--- src/rtl/agente_driver_monitor.sv ---
// agente_driver_monitor
//   Stimulus/observation front-end for the ROWS x COLUMS mesh router.
//   Driver side: injection requests are packed into router packets and queued
//   in one FIFO per boundary terminal, whose heads are presented to the mesh.
//   Monitor side: packets delivered by the mesh are popped one per cycle
//   (round-robin over terminals) and reported on a single stream, with a flag
//   when the destination does not match the receiving terminal.
//
// Ports
//   clk, reset         clock (rising edge), async active-low reset
//   req_*              injection request handshake and packet fields
//   pndng_i_in         per-terminal "FIFO non-empty" toward the mesh
//   data_out_i_in      per-terminal FIFO head (zero when empty)
//   popin              mesh consumed the head of terminal i
//   pndng, data_out    mesh has a packet for terminal i / that packet
//   pop                one-cycle pop of mesh output i
//   rpt_*              report stream (valid, terminal, packet, misroute)
module agente_driver_monitor #(
  parameter int ROWS      = 4,
  parameter int COLUMS    = 4,
  parameter int pckg_sz   = 40,
  parameter int fifo_size = 4,
  localparam int Drivers  = 2*ROWS + 2*COLUMS,
  localparam int PW       = pckg_sz - 17,
  localparam int SW       = $clog2(Drivers)
) (
  input  logic                         clk,
  input  logic                         reset,
  input  logic                         req_valid,
  output logic                         req_ready,
  input  logic [SW-1:0]                req_source,
  input  logic [3:0]                   req_row,
  input  logic [3:0]                   req_col,
  input  logic                         req_mode,
  input  logic [PW-1:0]                req_payload,
  output logic [Drivers-1:0]           pndng_i_in,
  output logic [Drivers*pckg_sz-1:0]   data_out_i_in,
  input  logic [Drivers-1:0]           popin,
  input  logic [Drivers-1:0]           pndng,
  input  logic [Drivers*pckg_sz-1:0]   data_out,
  output logic [Drivers-1:0]           pop,
  output logic                         rpt_valid,
  output logic [SW-1:0]                rpt_terminal,
  output logic [pckg_sz-1:0]           rpt_data,
  output logic                         rpt_misroute
);

  localparam int AW = (fifo_size > 1) ? $clog2(fifo_size) : 1;
  localparam int CW = $clog2(fifo_size + 1);

  // Mesh coordinates {row, col} of boundary terminal i.
  function automatic logic [7:0] coord(input int i);
    int r;
    int c;
    if (i < COLUMS) begin
      r = 0;
      c = i + 1;
    end else if (i < COLUMS + ROWS) begin
      r = i - COLUMS + 1;
      c = 0;
    end else if (i < 2*COLUMS + ROWS) begin
      r = ROWS + 1;
      c = i - COLUMS - ROWS + 1;
    end else begin
      r = i - 2*COLUMS - ROWS + 1;
      c = COLUMS + 1;
    end
    return {r[3:0], c[3:0]};
  endfunction

  // ---------------- driver side ----------------
  logic [pckg_sz-1:0] mem    [Drivers][fifo_size];
  logic [AW-1:0]      wr_ptr [Drivers];
  logic [AW-1:0]      rd_ptr [Drivers];
  logic [CW-1:0]      count  [Drivers];

  logic [Drivers-1:0] full;
  logic [Drivers-1:0] do_push;
  logic [Drivers-1:0] do_pop;
  logic               src_ok;
  logic [7:0]         src_coord;
  logic [3:0]         pk_row;
  logic [3:0]         pk_col;
  logic [pckg_sz-1:0] pkt;

  always_comb begin
    for (int i = 0; i < Drivers; i++) begin
      full[i]       = (count[i] == CW'(fifo_size));
      pndng_i_in[i] = (count[i] != '0);
      data_out_i_in[i*pckg_sz +: pckg_sz] = (count[i] != '0) ? mem[i][rd_ptr[i]] : '0;
    end
  end

  assign src_ok    = (int'(req_source) < Drivers);
  assign req_ready = src_ok && !full[req_source];
  assign src_coord = coord(int'(req_source));

  // A request aimed at the injecting terminal itself is redirected by
  // swapping row and column, so it still crosses the mesh.
  always_comb begin
    pk_row = req_row;
    pk_col = req_col;
    if ({req_row, req_col} == src_coord) begin
      pk_row = req_col;
      pk_col = req_row;
    end
    pkt = {8'h00, pk_row, pk_col, req_mode, req_payload};
  end

  always_comb begin
    for (int i = 0; i < Drivers; i++) begin
      do_push[i] = req_valid && req_ready && (int'(req_source) == i);
      do_pop[i]  = popin[i] && (count[i] != '0);
    end
  end

  always_ff @(posedge clk or negedge reset) begin
    if (!reset) begin
      for (int i = 0; i < Drivers; i++) begin
        wr_ptr[i] <= '0;
        rd_ptr[i] <= '0;
        count[i]  <= '0;
      end
    end else begin
      for (int i = 0; i < Drivers; i++) begin
        if (do_push[i])
          wr_ptr[i] <= (wr_ptr[i] == AW'(fifo_size-1)) ? '0 : wr_ptr[i] + 1'b1;
        if (do_pop[i])
          rd_ptr[i] <= (rd_ptr[i] == AW'(fifo_size-1)) ? '0 : rd_ptr[i] + 1'b1;
        if (do_push[i] && !do_pop[i])
          count[i] <= count[i] + 1'b1;
        else if (!do_push[i] && do_pop[i])
          count[i] <= count[i] - 1'b1;
      end
    end
  end

  // Storage needs no reset: heads are masked to zero while a FIFO is empty.
  always_ff @(posedge clk) begin
    for (int i = 0; i < Drivers; i++)
      if (do_push[i])
        mem[i][wr_ptr[i]] <= pkt;
  end

  // ---------------- monitor side ----------------
  logic [SW-1:0]      rr_ptr;
  logic [Drivers-1:0] eligible;
  logic               found;
  logic [SW-1:0]      grant;
  logic [pckg_sz-1:0] grant_data;
  logic               grant_mis;

  // A terminal popped last cycle is skipped while the mesh drops pndng.
  assign eligible = pndng & ~pop;

  always_comb begin
    found = 1'b0;
    grant = '0;
    for (int k = 1; k <= Drivers; k++) begin
      if (!found && eligible[(int'(rr_ptr) + k) % Drivers]) begin
        found = 1'b1;
        grant = SW'((int'(rr_ptr) + k) % Drivers);
      end
    end
  end

  assign grant_data = data_out[int'(grant)*pckg_sz +: pckg_sz];
  assign grant_mis  = (grant_data[pckg_sz-9 -: 8] != coord(int'(grant)));

  always_ff @(posedge clk or negedge reset) begin
    if (!reset) begin
      pop          <= '0;
      rpt_valid    <= 1'b0;
      rpt_terminal <= '0;
      rpt_data     <= '0;
      rpt_misroute <= 1'b0;
      rr_ptr       <= SW'(Drivers-1);
    end else begin
      pop       <= '0;
      rpt_valid <= found;
      if (found) begin
        pop[grant]   <= 1'b1;
        rpt_terminal <= grant;
        rpt_data     <= grant_data;
        rpt_misroute <= grant_mis;
        rr_ptr       <= grant;
      end
    end
  end

endmodule

--- config.mk ---
export PLATFORM = sky130hd
export DESIGN_NAME = agente_driver_monitor
export DESIGN_NICKNAME = d
export VERILOG_FILES = /design/src/rtl/agente_driver_monitor.sv
export SDC_FILE = /design/constraint.sdc
export NUM_CORES = 2
export LEC_CHECK = 0
export ABC_AREA = 1
export CAP_MARGIN = 20
export CORE_AREA = 4 4 555 557
export CTS_BUF_LIST = sky130_fd_sc_hd__clkbuf_8
export CTS_CLUSTER_DIAMETER = 80
export DETAILED_ROUTE_END_ITERATION = 16
export DIE_AREA = 0 0 559 561
export GPL_ROUTABILITY_DRIVEN = 1
export GPL_TIMING_DRIVEN = 0
export PLACE_DENSITY = 0.57
export RECOVER_POWER = 100
export SLEW_MARGIN = 30
export SYNTH_ARGS = -nofsm -noshare
export SYNTH_HDL_FRONTEND = slang
export SYNTH_SLANG_ARGS = --single-unit
--- constraint.sdc ---
create_clock -name clk -period 10.3 [get_ports clk]
set_input_delay 2.575 -clock clk [delete_from_list [all_inputs] [get_ports clk]]
set_output_delay 2.575 -clock clk [all_outputs]
set_load 0.1 [all_outputs]
==> impl_metrics.env <==
export IMPL_cts_root_buf="clkbuf_8"
export IMPL_drt_total_wl_um=433000
export IMPL_crit_family="buffers and inverters"
export IMPL_hold_slack_ns=0.4814
export IMPL_r2r_start="rr_ptr[1]"
export IMPL_cts_sinks=2226
export IMPL_ys_seq_elements=2226
export IMPL_use_met2=0.4598
export IMPL_postCtsHoldBufs=0
export IMPL_initial_core_util=0.3220
export IMPL_fmax_mhz=103.8
export IMPL_clk_latency_ns=1.01
export IMPL_vias=77323
export IMPL_clkTransAtPathRegs_ns=0.07
export IMPL_synth_area_leaders="edfxtp_1, nor2_1, o21ai_0"
export IMPL_yosysTopAreaCellShare=0.6312
export IMPL_grt_use_met3=0.05016
export IMPL_grt_max_degree=61
export IMPL_startpoint="pndng[7]"
export IMPL_crit_slowest_cell="clkbuf_1"
export IMPL_grt_pass1_wl_um=593000
export IMPL_timing_slew_headroom=-1.751
export IMPL_port_buffers=1301
export IMPL_violations="max-capacitance violations, max-slew violations"
export IMPL_first_global_vias=76755
export IMPL_post_cts_setup_buffers=0
export IMPL_critPathMaxStageDelay_ns=0.96
export IMPL_required_ns=11.07
export IMPL_cp_cell_sequence="dlygate4sd3_1 > nand3_1 > nand3_1 > nand3_1 > nand2_1 > o21ai_0 > clkinv_1 > nor2_1 > nand4_1 > nor2_1 > nand4_2 > nor2_1 > nand4_1 > o21ai_0 > nor2_1 > nor2_1 > clkbuf_1 > clkbuf_1 > clkbuf_1 > a21oi_1 > o21ai_0 > a41oi_1"
export IMPL_setup_ws_ns=0.6642
export IMPL_rsz0062_at_grt="false"
export IMPL_ant_nets=0
export IMPL_final_cell_mix="nor2_1, edfxtp_1, o21ai_0"
export IMPL_setup_viol=0
export IMPL_overflow=0
export IMPL_layout_drive_gt1_share=0.07124
export IMPL_avgSynthCellArea_um2=10.75
export IMPL_pre_cts_slack_ns=0.8902
export IMPL_skew_ns=0.1429
export IMPL_wire_per_inst_um=28.19
export IMPL_final_common_cell="nor2_1"
export IMPL_r2r_slack_ns=1.46
export IMPL_r2r_end="rpt_data[34]"
export IMPL_syn_to_final_growth_pct=26.04
export IMPL_clock_path_buffers=4
export IMPL_core_um2=302500
export IMPL_synth_top_cell_by_area="edfxtp_1"
export IMPL_hpwl_um=329700
export IMPL_hold_viol_final=0
export IMPL_synth_edff_count=2048
export IMPL_place_congestion=1.041
export IMPL_path_class="input pin to register"
export IMPL_async_flop_share=0.07996
export IMPL_synth_area_um2=97430
export IMPL_rows=202
export IMPL_fin_nets=11846
export IMPL_cap_violations=98
export IMPL_drt_iter0_markers=7662
export IMPL_tightest_slew_ns=4.126
export IMPL_cts_resized=0
export IMPL_route_detailed_drc=0
export IMPL_chipHeight_um=561
export IMPL_hp_class="register to register"
export IMPL_critPathLaunchType="input pin"
export IMPL_synth_cells=9065
export IMPL_cts_made_buffers=371
export IMPL_slew_violations=1956
export IMPL_synth_top_flop_cell="edfxtp_1"
export IMPL_met1_usage=0.3053
export IMPL_crit_buf_inv=5
export IMPL_cp_endpoint="rpt_data[34]"
export IMPL_r2r_cells=25
export IMPL_antenna_found_initial=95
export IMPL_arrival_ns=10.40
export IMPL_outcome="finished, violations left"
export IMPL_htreeDepth=5
export IMPL_top_usage_layer="met2"
export IMPL_seq_area_frac_synth=0.6770
export IMPL_cp_num_cells=22
export IMPL_cts_tree="yes"
export IMPL_cp_end_kind="register"
export IMPL_fin_crit_ns=9.636
export IMPL_yosysWarnings=0
export IMPL_dieArea_um2=313600
export IMPL_crit_path_max_fanout=10
export IMPL_period_share=0.9355
export IMPL_die_w_um=559
export IMPL_grtUsageTotal=0.2653
export IMPL_synth_distinct_cells=51
export IMPL_vias_per_cell=5.034
export IMPL_crit_top_cell="nor2_1"
export IMPL_first_pass_iters=6
export IMPL_ios=1430
## logic make-up after synthesis
family / count (synthesis) / synth area share
multiplexers: 16 / 0.001849
buffers and inverters: 972 / 0.04502
flip-flops: 2226 / 0.6770
AND/OR/NAND/NOR: 3658 / 0.1483
AO/OA/AOI/OAI: 2017 / 0.1054
adder cells (fa/ha/maj): 132 / 0.01818
other: 1 / 0.00003849
XOR/XNOR: 43 / 0.004212
## flip-flops by register name (all words and copies together) (netlist names)
register / flops
count: 48
mem: 2048
pop: 16
rd_ptr: 32
rpt_data: 40
rpt_misroute: 1
rpt_terminal: 4
rpt_valid: 1
rr_ptr: 4
wr_ptr: 32
## stage by stage
stage	util	setup TNS [ns]	cells	area (µm²)
floorplan	-	0	9192	97910
global placement	0.3831	-3582.30	14471	115900
detailed placement	0.3947	0	14608	119400
CTS	0.4177	0	15278	126400
global route	0.4057	0	15337	122700
finish	0.4059	0	15359	122800
## worst register-to-register path: cells and delay by family, from the launching register on
family | cells | cell delay [ns]
simple gates | 11 | 2.52
compound gates | 5 | 1.89
flops | 1 | 0.60
buf+inv | 8 | 3.31
fa+ha+maj | 1 | 0.31
## layer usage
metal | part of all wire | vias up | wire length, µm
li1 | - | 35065 | -
met1 | 0.36 | 37959 | 157600
met2 | 0.49 | 3497 | 212500
met3 | 0.074 | 776 | 32160
met4 | 0.071 | 26 | 30620
met5 | 0.00036 | - | 157
## worst min-delay path by stage
stage | depth (start not counted) | startpoint | endpoint | slack, ns
final | 2 | rpt_data[1] | rpt_data[1] | 0.48
after global routing | 2 | rpt_terminal[2] | rpt_terminal[2] | 0.53
after CTS | 2 | rpt_terminal[2] | rpt_terminal[2] | 0.48
after detailed placement | 2 | rpt_terminal[2] | rpt_terminal[2] | 0.47
after global placement | 2 | rpt_data[26] | rpt_data[26] | 0.47
after floorplan | 1 | count[35] | count[35] | 0.47
## Yosys cell counts (9+ instances only)
| master | number |
|---|---|
| nor3_1 | 21 |
| nand2_1 | 959 |
| clkbuf_1 | 330 |
| nor2_2 | 9 |
| or2_0 | 31 |
| xor2_1 | 17 |
| fa_1 | 16 |
| ha_1 | 116 |
| edfxtp_1 | 2048 |
| o21ai_0 | 1125 |
| buf_1 | 80 |
| a41oi_1 | 29 |
| mux2_2 | 16 |
| nor2_1 | 2294 |
| nand3_1 | 282 |
| buf_4 | 151 |
| a21oi_1 | 798 |
| or2_1 | 21 |
| o21ai_1 | 40 |
| nand3b_1 | 10 |
| buf_2 | 89 |
| nand4_1 | 13 |
| dfrtp_1 | 174 |
| xnor2_1 | 23 |
| inv_1 | 304 |
## final cells by class
class / instances / area, µm²
buffer: 658 / 3192
fill: 29450 / 179700
timing repair buffer: 1438 / 12760
inverter: 314 / 1179
clock inverter: 273 / 1473
multi-input combinational: 5994 / 27600
antenna: 81 / 202.7
sequential: 2226 / 65960
tap: 3978 / 4977
clock buffer: 397 / 5464
Power is left out: the tool's default activity adds up to more than one toggle a clock period on the data nets, which glitch-free logic cannot reach.
